`config.mk`:
```
export PLATFORM = sky130hd
export DESIGN_NAME = pitch_fr3_search
export DESIGN_NICKNAME = d
export VERILOG_FILES = /design/src/rtl/pitch_fr3_search_pkg.sv /design/src/rtl/interpol3_mac.sv /design/src/rtl/pitch_fr3_search.sv
export SDC_FILE = /design/constraint.sdc
export NUM_CORES = 1
export LEC_CHECK = 0
export CORE_UTILIZATION = 30
export CTS_BUF_LIST = sky130_fd_sc_hd__clkbuf_8
export CTS_CLUSTER_DIAMETER = 40
export DETAILED_ROUTE_END_ITERATION = 8
export PLACE_DENSITY = 0.58
export REMOVE_ABC_BUFFERS = 1
export SLEW_MARGIN = 40
export SYNTH_ARGS = -nofsm -noshare
export SYNTH_HDL_FRONTEND = slang
export SYNTH_HIERARCHICAL = 1
export SYNTH_SLANG_ARGS = --single-unit
```
`constraint.sdc`:
```
create_clock -name clk -period 11.99 [get_ports clk]
set_input_delay 2.9975 -clock clk [delete_from_list [all_inputs] [get_ports clk]]
set_output_delay 2.9975 -clock clk [all_outputs]
set_load 0.03 [all_outputs]
```
`src/rtl/pitch_fr3_search_pkg.sv`:
```
// Shared constants, FSM encoding and fixed-point helpers for the G.729
// closed-loop fractional pitch search.
package pitch_fr3_search_pkg;

  // Scratch-memory address of corr_v for lag t0Min-4
  localparam logic [11:0] PITCH_FR3_CORR_V = 12'h100;

  localparam int L_INTER4 = 4;
  localparam int UP_SAMP  = 3;

  // Subframe-0 lags above this skip the fractional search
  localparam logic [15:0] T0_SHORTCUT = 16'd84;

  typedef enum logic [3:0] {
    S_IDLE, S_MAX_RD, S_MAX_CMP, S_CHECK, S_INT_RD,
    S_INT_MAC, S_INT_RND, S_FIX, S_DONE
  } state_e;

  // inter_3 interpolation filter (1/3 resolution), 13 taps
  function automatic logic signed [15:0] inter3(input logic [3:0] idx);
    case (idx)
      4'd0:    return 16'sd29443;
      4'd1:    return 16'sd25207;
      4'd2:    return 16'sd14701;
      4'd3:    return 16'sd3143;
      4'd4:    return -16'sd4402;
      4'd5:    return -16'sd5850;
      4'd6:    return -16'sd2783;
      4'd7:    return 16'sd1211;
      4'd8:    return 16'sd3130;
      4'd9:    return 16'sd2259;
      4'd11:   return -16'sd1652;
      4'd12:   return -16'sd1666;
      default: return 16'sd0;
    endcase
  endfunction

  // 32-bit saturating add (ITU L_add)
  function automatic logic signed [31:0] l_add(input logic signed [31:0] a,
                                               input logic signed [31:0] b);
    logic signed [32:0] s;
    s = {a[31], a} + {b[31], b};
    if (s[32] != s[31]) return s[32] ? 32'sh8000_0000 : 32'sh7FFF_FFFF;
    return s[31:0];
  endfunction

endpackage

```
`src/rtl/interpol3_mac.sv`:
```
// Interpol_3 datapath: inter_3 ROM, 16x16 L_mult, saturating L_mac
// accumulator and ITU round of the accumulated value.
module interpol3_mac
  import pitch_fr3_search_pkg::*;
(
  input  logic               clk,
  input  logic               reset,
  input  logic               clr_i,
  input  logic               acc_i,
  input  logic [1:0]         fe_i,
  input  logic [2:0]         k_i,
  input  logic signed [15:0] x_i,
  output logic signed [15:0] rnd_o
);

  logic signed [31:0] acc_q, acc_d;
  logic signed [31:0] prod, lmult, rsum;
  logic signed [15:0] coef;
  logic [3:0]         idx;

  // Even terms walk back from p with inter_3[fe+3i]; odd terms walk
  // forward from p+1 with inter_3[3-fe+3i]
  always_comb begin
    idx = '0;
    if (k_i[0]) idx = 4'(UP_SAMP - int'(fe_i) + UP_SAMP * int'(k_i[2:1]));
    else        idx = 4'(int'(fe_i) + UP_SAMP * int'(k_i[2:1]));
    coef  = inter3(idx);
    prod  = 32'(x_i) * 32'(coef);
    lmult = (x_i == 16'sh8000 && coef == 16'sh8000) ? 32'sh7FFF_FFFF : (prod <<< 1);
    acc_d = acc_q;
    if (clr_i)      acc_d = '0;
    else if (acc_i) acc_d = l_add(acc_q, lmult);
    rsum  = l_add(acc_q, 32'sh0000_8000);
    rnd_o = rsum[31:16];
  end

  // Accumulator register
  always_ff @(posedge clk) begin
    if (reset) acc_q <= '0;
    else       acc_q <= acc_d;
  end

endmodule

```
`src/rtl/pitch_fr3_search.sv`:
```
// G.729 Pitch_fr3: integer max search over corr_v followed by 1/3
// fractional refinement with Interpol_3, bit-exact with the ITU C code.
module pitch_fr3_search
  import pitch_fr3_search_pkg::*;
#(
  parameter logic [11:0] CORR_BASE = PITCH_FR3_CORR_V
) (
  input  logic        clk,
  input  logic        reset,
  input  logic        start,
  input  logic [15:0] t0Min,
  input  logic [15:0] t0Max,
  input  logic        firstSubfr,
  output logic [11:0] memReadAddr,
  input  logic [31:0] memIn,
  output logic [15:0] t0,
  output logic [15:0] frac,
  output logic        done
);

  state_e             state_q;
  logic [15:0]        tmin_q, tmax_q, lag_q, t0_q;
  logic               first_q, done_q;
  logic signed [15:0] maxv_q;
  logic signed [2:0]  fi_q, frac_q;
  logic [2:0]         k_q;
  logic [11:0]        addr_q;

  logic signed [15:0] corr, rnd;
  logic [15:0]        off;
  logic [1:0]         fe;
  logic               unused_hi;

  assign corr      = memIn[15:0];
  assign unused_hi = ^memIn[31:16];
  assign off       = t0_q - tmin_q;
  assign fe        = fi_q[2] ? 2'(fi_q + 3'sd3) : 2'(fi_q);

  assign memReadAddr = addr_q;
  assign t0          = t0_q;
  assign frac        = {{13{frac_q[2]}}, frac_q};
  assign done        = done_q;

  // Address of Interpol_3 term k for fraction f around lag t0 (off = t0-t0Min)
  function automatic logic [11:0] int_addr(input logic [15:0] o,
                                           input logic signed [2:0] f,
                                           input logic [2:0] k);
    logic [15:0] a;
    a = o + 16'd4;
    if (f[2]) a = a - 16'd1;
    if (k[0]) a = a + 16'd1 + {14'd0, k[2:1]};
    else      a = a - {14'd0, k[2:1]};
    return CORR_BASE + a[11:0];
  endfunction

  interpol3_mac u_mac (
    .clk   (clk),
    .reset (reset),
    .clr_i (state_q == S_CHECK || state_q == S_INT_RND),
    .acc_i (state_q == S_INT_MAC),
    .fe_i  (fe),
    .k_i   (k_q),
    .x_i   (corr),
    .rnd_o (rnd)
  );

  // Search sequencer; max register is shared by the integer and fractional phases
  always_ff @(posedge clk) begin
    if (reset) begin
      state_q <= S_IDLE;
      tmin_q  <= '0;
      tmax_q  <= '0;
      lag_q   <= '0;
      t0_q    <= '0;
      first_q <= 1'b0;
      done_q  <= 1'b0;
      maxv_q  <= '0;
      fi_q    <= '0;
      frac_q  <= '0;
      k_q     <= '0;
      addr_q  <= '0;
    end else begin
      case (state_q)
        S_IDLE, S_DONE: if (start) begin
          tmin_q  <= t0Min;
          tmax_q  <= t0Max;
          first_q <= firstSubfr;
          lag_q   <= t0Min;
          t0_q    <= t0Min;
          frac_q  <= '0;
          maxv_q  <= 16'sh8000;          // first compare always wins
          addr_q  <= CORR_BASE + 12'd4;
          done_q  <= 1'b0;
          state_q <= S_MAX_RD;
        end
        S_MAX_RD: state_q <= S_MAX_CMP;
        S_MAX_CMP: begin
          if (corr >= maxv_q) begin       // ties move to the later lag
            maxv_q <= corr;
            t0_q   <= lag_q;
          end
          if (lag_q == tmax_q) state_q <= S_CHECK;
          else begin
            lag_q   <= lag_q + 16'd1;
            addr_q  <= addr_q + 12'd1;
            state_q <= S_MAX_RD;
          end
        end
        S_CHECK: begin
          if (first_q && t0_q > T0_SHORTCUT) begin
            frac_q  <= '0;
            done_q  <= 1'b1;
            state_q <= S_DONE;
          end else begin
            fi_q    <= -3'sd2;
            k_q     <= '0;
            addr_q  <= int_addr(off, -3'sd2, 3'd0);
            state_q <= S_INT_RD;
          end
        end
        S_INT_RD: state_q <= S_INT_MAC;
        S_INT_MAC: begin
          if (k_q == 3'(2 * L_INTER4 - 1)) state_q <= S_INT_RND;
          else begin
            k_q     <= k_q + 3'd1;
            addr_q  <= int_addr(off, fi_q, k_q + 3'd1);
            state_q <= S_INT_RD;
          end
        end
        S_INT_RND: begin
          if (fi_q == -3'sd2 || rnd > maxv_q) begin
            maxv_q <= rnd;
            frac_q <= fi_q;
          end
          if (fi_q == 3'sd2) state_q <= S_FIX;
          else begin
            fi_q    <= fi_q + 3'sd1;
            k_q     <= '0;
            addr_q  <= int_addr(off, fi_q + 3'sd1, 3'd0);
            state_q <= S_INT_RD;
          end
        end
        S_FIX: begin
          if (frac_q == -3'sd2) begin
            frac_q <= 3'sd1;
            t0_q   <= t0_q - 16'd1;
          end else if (frac_q == 3'sd2) begin
            frac_q <= -3'sd1;
            t0_q   <= t0_q + 16'd1;
          end
          done_q  <= 1'b1;
          state_q <= S_DONE;
        end
        default: state_q <= S_IDLE;
      endcase
    end
  end

endmodule

```
==> results of run 1 <==
-- registers in the layout, indices dropped and copies added, names as in the netlist --
signal and count:
done 1, fi_q 3, first_q 1, frac_q 3
k_q 3, lag_q 16, maxv_q 16, memReadAddr 12
state_q 4, t0 16, tmax_q 16, tmin_q 12
u_mac/acc_q 32
-- per-stage QoR --
| step | TNS, ns | hold WS, ns | instance area (sq um) | instances |
|---|---|---|---|---|
| after floorplan | -0.180 | 0.426 | 21800 | 2615 |
| after global placement | 0 | 0.442 | 24700 | 3763 |
| after detailed placement | 0 | 0.448 | 24700 | 3763 |
| after CTS | 0 | 0.462 | 25200 | 3795 |
| after global routing | 0 | 0.479 | 25200 | 3795 |
| final | 0 | 0.460 | 25200 | 3796 |
-- logic make-up after synthesis --
family,Yosys count,share of synthesized area (%)
AOI/OAI and AO/OA,606,18.7
buffers and inverters,536,9.37
other,1,0.0168
muxes,15,0.722
DFF,135,12.1
and+or+nand+nor,835,18.2
adders and majority gates,471,35.2
xor gates and xnor gates,146,5.76
-- path summary, 6_finish.rpt --
| kind | to | slack, ns |
|---|---|---|
| setup / recovery | u_mac/acc_q[11]$_SDFFE_PP0P_ | 0.68 |
| hold / removal | tmin_q[10]$_SDFFE_PP0P_ | 0.46 |
| setup reg to reg | u_mac/acc_q[11]$_SDFFE_PP0P_ | 0.73 |
| hold reg to reg | tmin_q[10]$_SDFFE_PP0P_ | 0.46 |
-- cell usage after synthesis, types with 7 or more instances --
master | n | area, sq um
nand4_1 | 22 | 138
nor4_1 | 7 | 43.8
o22ai_1 | 14 | 87.6
nand3_1 | 43 | 215
o21bai_1 | 13 | 97.6
or3_1 | 7 | 43.8
nand2b_1 | 25 | 156
o211ai_1 | 18 | 135
inv_1 | 406 | 1520
and4_1 | 7 | 61.3
dfxtp_1 | 135 | 2700
mux2i_1 | 9 | 90.1
or2_2 | 8 | 50.1
a211oi_1 | 20 | 150
fa_1 | 263 | 5270
o21ai_0 | 116 | 581
a221oi_1 | 13 | 114
o21a_1 | 23 | 173
nand3b_1 | 7 | 52.6
o211ai_2 | 22 | 275
and3_1 | 23 | 144
a31oi_1 | 29 | 181
and2_1 | 136 | 851
ha_1 | 208 | 2600
xor2_1 | 48 | 420
nor3_1 | 30 | 150
a311oi_1 | 31 | 272
nor2_1 | 147 | 552
nand2_1 | 316 | 1190
xnor2_1 | 97 | 850
a22oi_1 | 41 | 308
a21o_1 | 51 | 383
buf_4 | 13 | 97.6
nor2b_1 | 35 | 219
a21oi_1 | 152 | 761
clkbuf_1 | 109 | 409
-- worst reg2reg max path, delay by kind of cell, from the launching register on --
kind | cells | cell delay, ns
buffers and inverters | 10 | 1.17
AOI/OAI and AO/OA | 12 | 2.32
xor gates and xnor gates | 1 | 0.20
adders and majority gates | 11 | 4.81
DFF | 1 | 0.45
and+or+nand+nor | 9 | 1.50
muxes | 2 | 0.66
-- cell type report --
cell class | count | share of cell area, %
Multi-Input combinational cell | 2074 | 70.0
Timing Repair Buffer | 189 | 6.78
Sequential cell | 135 | 10.7
Clock inverter | 15 | 0.780
Clock buffer | 17 | 0.929
Tap cell | 959 | 4.76
Inverter | 406 | 6.05
Antenna cell | 1 | 0.00994
-- routing by layer --
layer | part of all wire (%) | track usage [%]
met5 | 0 | 0
met4 | 1.4 | 3.20
met2 | 48 | 27.6
met1 | 48 | 22.2
met3 | 2.8 | 1.27
==> results.toml, run 1 <==
[die]
die_w_um = 275
core-area_sq_um = 73300
io_pins = 113
start_util_pct = 30.5
core.rowCount = 99
die-area_sq_um = 75600
die_h_um = 275

[clock_tree]
htree_num_levels = 4
cts_setup_buffers = 0
cts_root_buf = "clkbuf_8"
cts_tree = "yes"
path_clk_slew_ns = 0.10
cts_hold_buf = 0
cts.sinks = 135
cts_resized = 0
numCtsBuffers = 17
clock_latency_ns = 0.50
clock_path_buffers = 2

[worst_setup_path]
critPathArrivalTime_ns = 11.69
worstSetupPathType = "in2reg"
worstRegToRegCells = 45
cp_max_fo = 11
crit_top_cell = "fa_1"
r2r_start = "fi_q[0]$_SDFFE_PP0P_"
crit_family = "adder cells"
cp_slowest_cell = "clkdlybuf4s50_1"
slowest_delay_ns = 0.71
path_buf_inv = 9
cp_num_cells = 36
crit_path_start = "memIn[9]"
critPathLaunchType = "input pin"
critPathRequiredTime_ns = 12.37
endpoint_kind = "flip-flop"

[synth]
ys_seq_elements = 135
async_flop_share_pct = 0
synth_area_sq_um = 22300
ys_types = 88
syn_avg_cell_area_sq_um = 8.14
yosysWarnings = 6
synth_edf_count = 0
yosysSeqAreaShare_pct = 12.1
synth-main-ff-cell = "dfxtp_1"
syn_inst = 2745

[grt]
grt_first_pass_wirelength_mm = 99.1
grt_pass1_vias = 18792
grt_max_degree = 61
antenna_found_initial = 0
grt_overflow = 0
track_usage_pct = 16.1

[sta]
timing.fmax_mhz = 88.4
setup_violations = 0
slew_violations = 0
worst_pin_slew_ns = 0.855
slew_headroom_pct = 43.0
rsz0062_at_grt = "no"
finalHoldViolations = 0
finClkSkew_ns = 0.0190
fin_crit_ns = 11.31
min_period_over_period_pct = 94.3
fin_ws_ns = 0.678

[placed_design]
gp_congestion = 0.853
hpwl_mm = 47.5
place_ws_ns = 0.104
numPortBuffers = 96

[detailed_routing]
avgViaCountPerCell = 4.92
vias = 18685
drt_iter0_drc = 871
wl_per_cell_um = 15.6
drc = 4
wirelength_mm = 59.1
ant_nets = 0
dr.pass1.iters = 8

[cells_and_area]
area.growth.synth_to_final_pct = 12.7
fill_cells = 7783
post-route-util_pct = 34.3
area.sequential_sq_um = 2700
most-common-layout-cells = "inv_1, nand2_1, fa_1"
drive_above_1_share_pct = 7.44
layout_commonest_cell = "inv_1"
multiInputGateArea_sq_um = 17600
nNetsFinal = 3362

[outcome]
status = "finished with violations"
violations = "design-rule violations"

[hold_path]
min-delay-path-class = "reg2reg"
holdPathStages = 2
hp-start = "tmin_q[10]$_SDFFE_PP0P_"

[flow_run]
max-cap-violations = 0
Power of run 1 is not shown: default switching activity piles up to over one toggle a cycle in this logic, so the estimate is an artifact.
==> run 2: changes to the inputs <==
--- a/config.mk
+++ b/config.mk
@@ -9,6 +9,7 @@
 export CTS_BUF_LIST = sky130_fd_sc_hd__clkbuf_8
 export CTS_CLUSTER_DIAMETER = 40
 export DETAILED_ROUTE_END_ITERATION = 8
+export MAX_ROUTING_LAYER = met4
 export PLACE_DENSITY = 0.58
 export REMOVE_ABC_BUFFERS = 1
 export SLEW_MARGIN = 40
@@ -16,3 +17,4 @@
 export SYNTH_HDL_FRONTEND = slang
 export SYNTH_HIERARCHICAL = 1
 export SYNTH_SLANG_ARGS = --single-unit
+export TNS_END_PERCENT = 20
==> results.toml, run 2 (same netlist as run 1, synthesis figures left out) <==
[detailed_routing]
drc = 4
vias = 18622
wirelength_mm = 59.0
ant_nets = 0
avgViaCountPerCell = 4.91
dr.pass1.iters = 7
drt_iter0_drc = 930
wl_per_cell_um = 15.6

[worst_setup_path]
critPathLaunchType = "input pin"
worstSetupPathType = "in2reg"
critPathArrivalTime_ns = 11.69
slowest_delay_ns = 0.70
r2r_slack_ns = 0.73
crit_top_cell = "fa_1"
cp_max_fo = 11
critPathRequiredTime_ns = 12.37
endpoint_kind = "flip-flop"
cp_slowest_cell = "clkdlybuf4s50_1"

[sta]
finalHoldViolations = 0
timing.fmax_mhz = 88.4
worst_pin_slew_ns = 0.862
finClkSkew_ns = 0.0203
fin_crit_ns = 11.31
slew_headroom_pct = 42.5
setup_violations = 0
slew_violations = 0
hold-worst-slack_ns = 0.460
fin_ws_ns = 0.678
rsz0062_at_grt = "no"
min_period_over_period_pct = 94.3

[cells_and_area]
drive_above_1_share_pct = 7.44
largest_reg_flops = 32
layout_commonest_cell = "inv_1"
area.growth.synth_to_final_pct = 12.7
nNetsFinal = 3362
fill_cells = 7783
top_register = "u_mac/acc_q"
multiInputGateArea_sq_um = 17600
area.sequential_sq_um = 2700
most-common-layout-cells = "inv_1, nand2_1, fa_1"

[die]
die_w_um = 275
io_pins = 113
core-area_sq_um = 73300
core.rowCount = 99
die_h_um = 275
start_util_pct = 30.5
die-area_sq_um = 75600

[outcome]
status = "finished with violations"
violations = "design-rule violations"

[placed_design]
hpwl_mm = 47.5
gp_congestion = 0.867
place_ws_ns = 0.104
numPortBuffers = 96

[clock_tree]
cts_resized = 0
cts_setup_buffers = 0
cts.sinks = 135
cts_root_buf = "clkbuf_8"
cts_tree = "yes"
clock_path_buffers = 2
path_clk_slew_ns = 0.10
numCtsBuffers = 17
cts_hold_buf = 0
clock_latency_ns = 0.50
htree_num_levels = 4

[grt]
antenna_found_initial = 0
grt_max_degree = 61
grt_overflow = 0
grt_pass1_vias = 18776
grt_first_pass_wirelength_mm = 99.2
track_usage_pct = 16.6

[hold_path]
min-delay-path-class = "reg2reg"

[flow_run]
max-cap-violations = 0
## run 2: per-stage QoR
| stage | utilization, % | setup TNS, ns | instances | instance area (sq um) |
|---|---|---|---|---|
| floorplan | - | -0.180 | 2615 | 21800 |
| detailed placement | 33.7 | 0 | 3763 | 24700 |
| CTS | 34.3 | 0 | 3795 | 25200 |
| global placement | 33.7 | 0 | 3763 | 24700 |
| finish | 34.3 | 0 | 3796 | 25200 |
| global route | 34.3 | 0 | 3795 | 25200 |
## run 2: worst max-delay path, delay by kind of cell
family,cells,cell delay (ns)
adder cells (fa/ha/maj),8,3.76
AO/OA/AOI/OAI,13,2.55
buffers and inverters,9,1.59
AND/OR/NAND/NOR,5,0.58
XOR/XNOR,1,0.20
## run 2: worst paths after layout
check,startpoint,end,cells after the start
hold reg to reg,tmin_q[10]$_SDFFE_PP0P_,tmin_q[10]$_SDFFE_PP0P_,2
hold / removal,tmin_q[10]$_SDFFE_PP0P_,tmin_q[10]$_SDFFE_PP0P_,2
setup reg to reg,fi_q[0]$_SDFFE_PP0P_,u_mac/acc_q[11]$_SDFFE_PP0P_,45
setup / recovery,memIn[9],u_mac/acc_q[11]$_SDFFE_PP0P_,36
## run 2: layout make-up
| type | count | area share [%] |
|---|---|---|
| multi-input combinational | 2074 | 70.0 |
| sequential | 135 | 10.7 |
| timing repair buffer | 189 | 6.78 |
| inverter | 406 | 6.05 |
| tap | 959 | 4.76 |
| clock buffer | 17 | 0.929 |
| clock inverter | 15 | 0.780 |
| antenna | 1 | 0.00994 |
## run 2: routing by layer
layer | global-route usage [%] | share of wire [%] | vias up
met1 | 22.3 | 48 | 9007
met5 | - | 0 | -
met4 | 3.20 | 1.3 | 0
met3 | 1.25 | 2.8 | 45
li1 | - | - | 9268
met2 | 27.6 | 48 | 302
Power of run 2 is left out for the same reason.
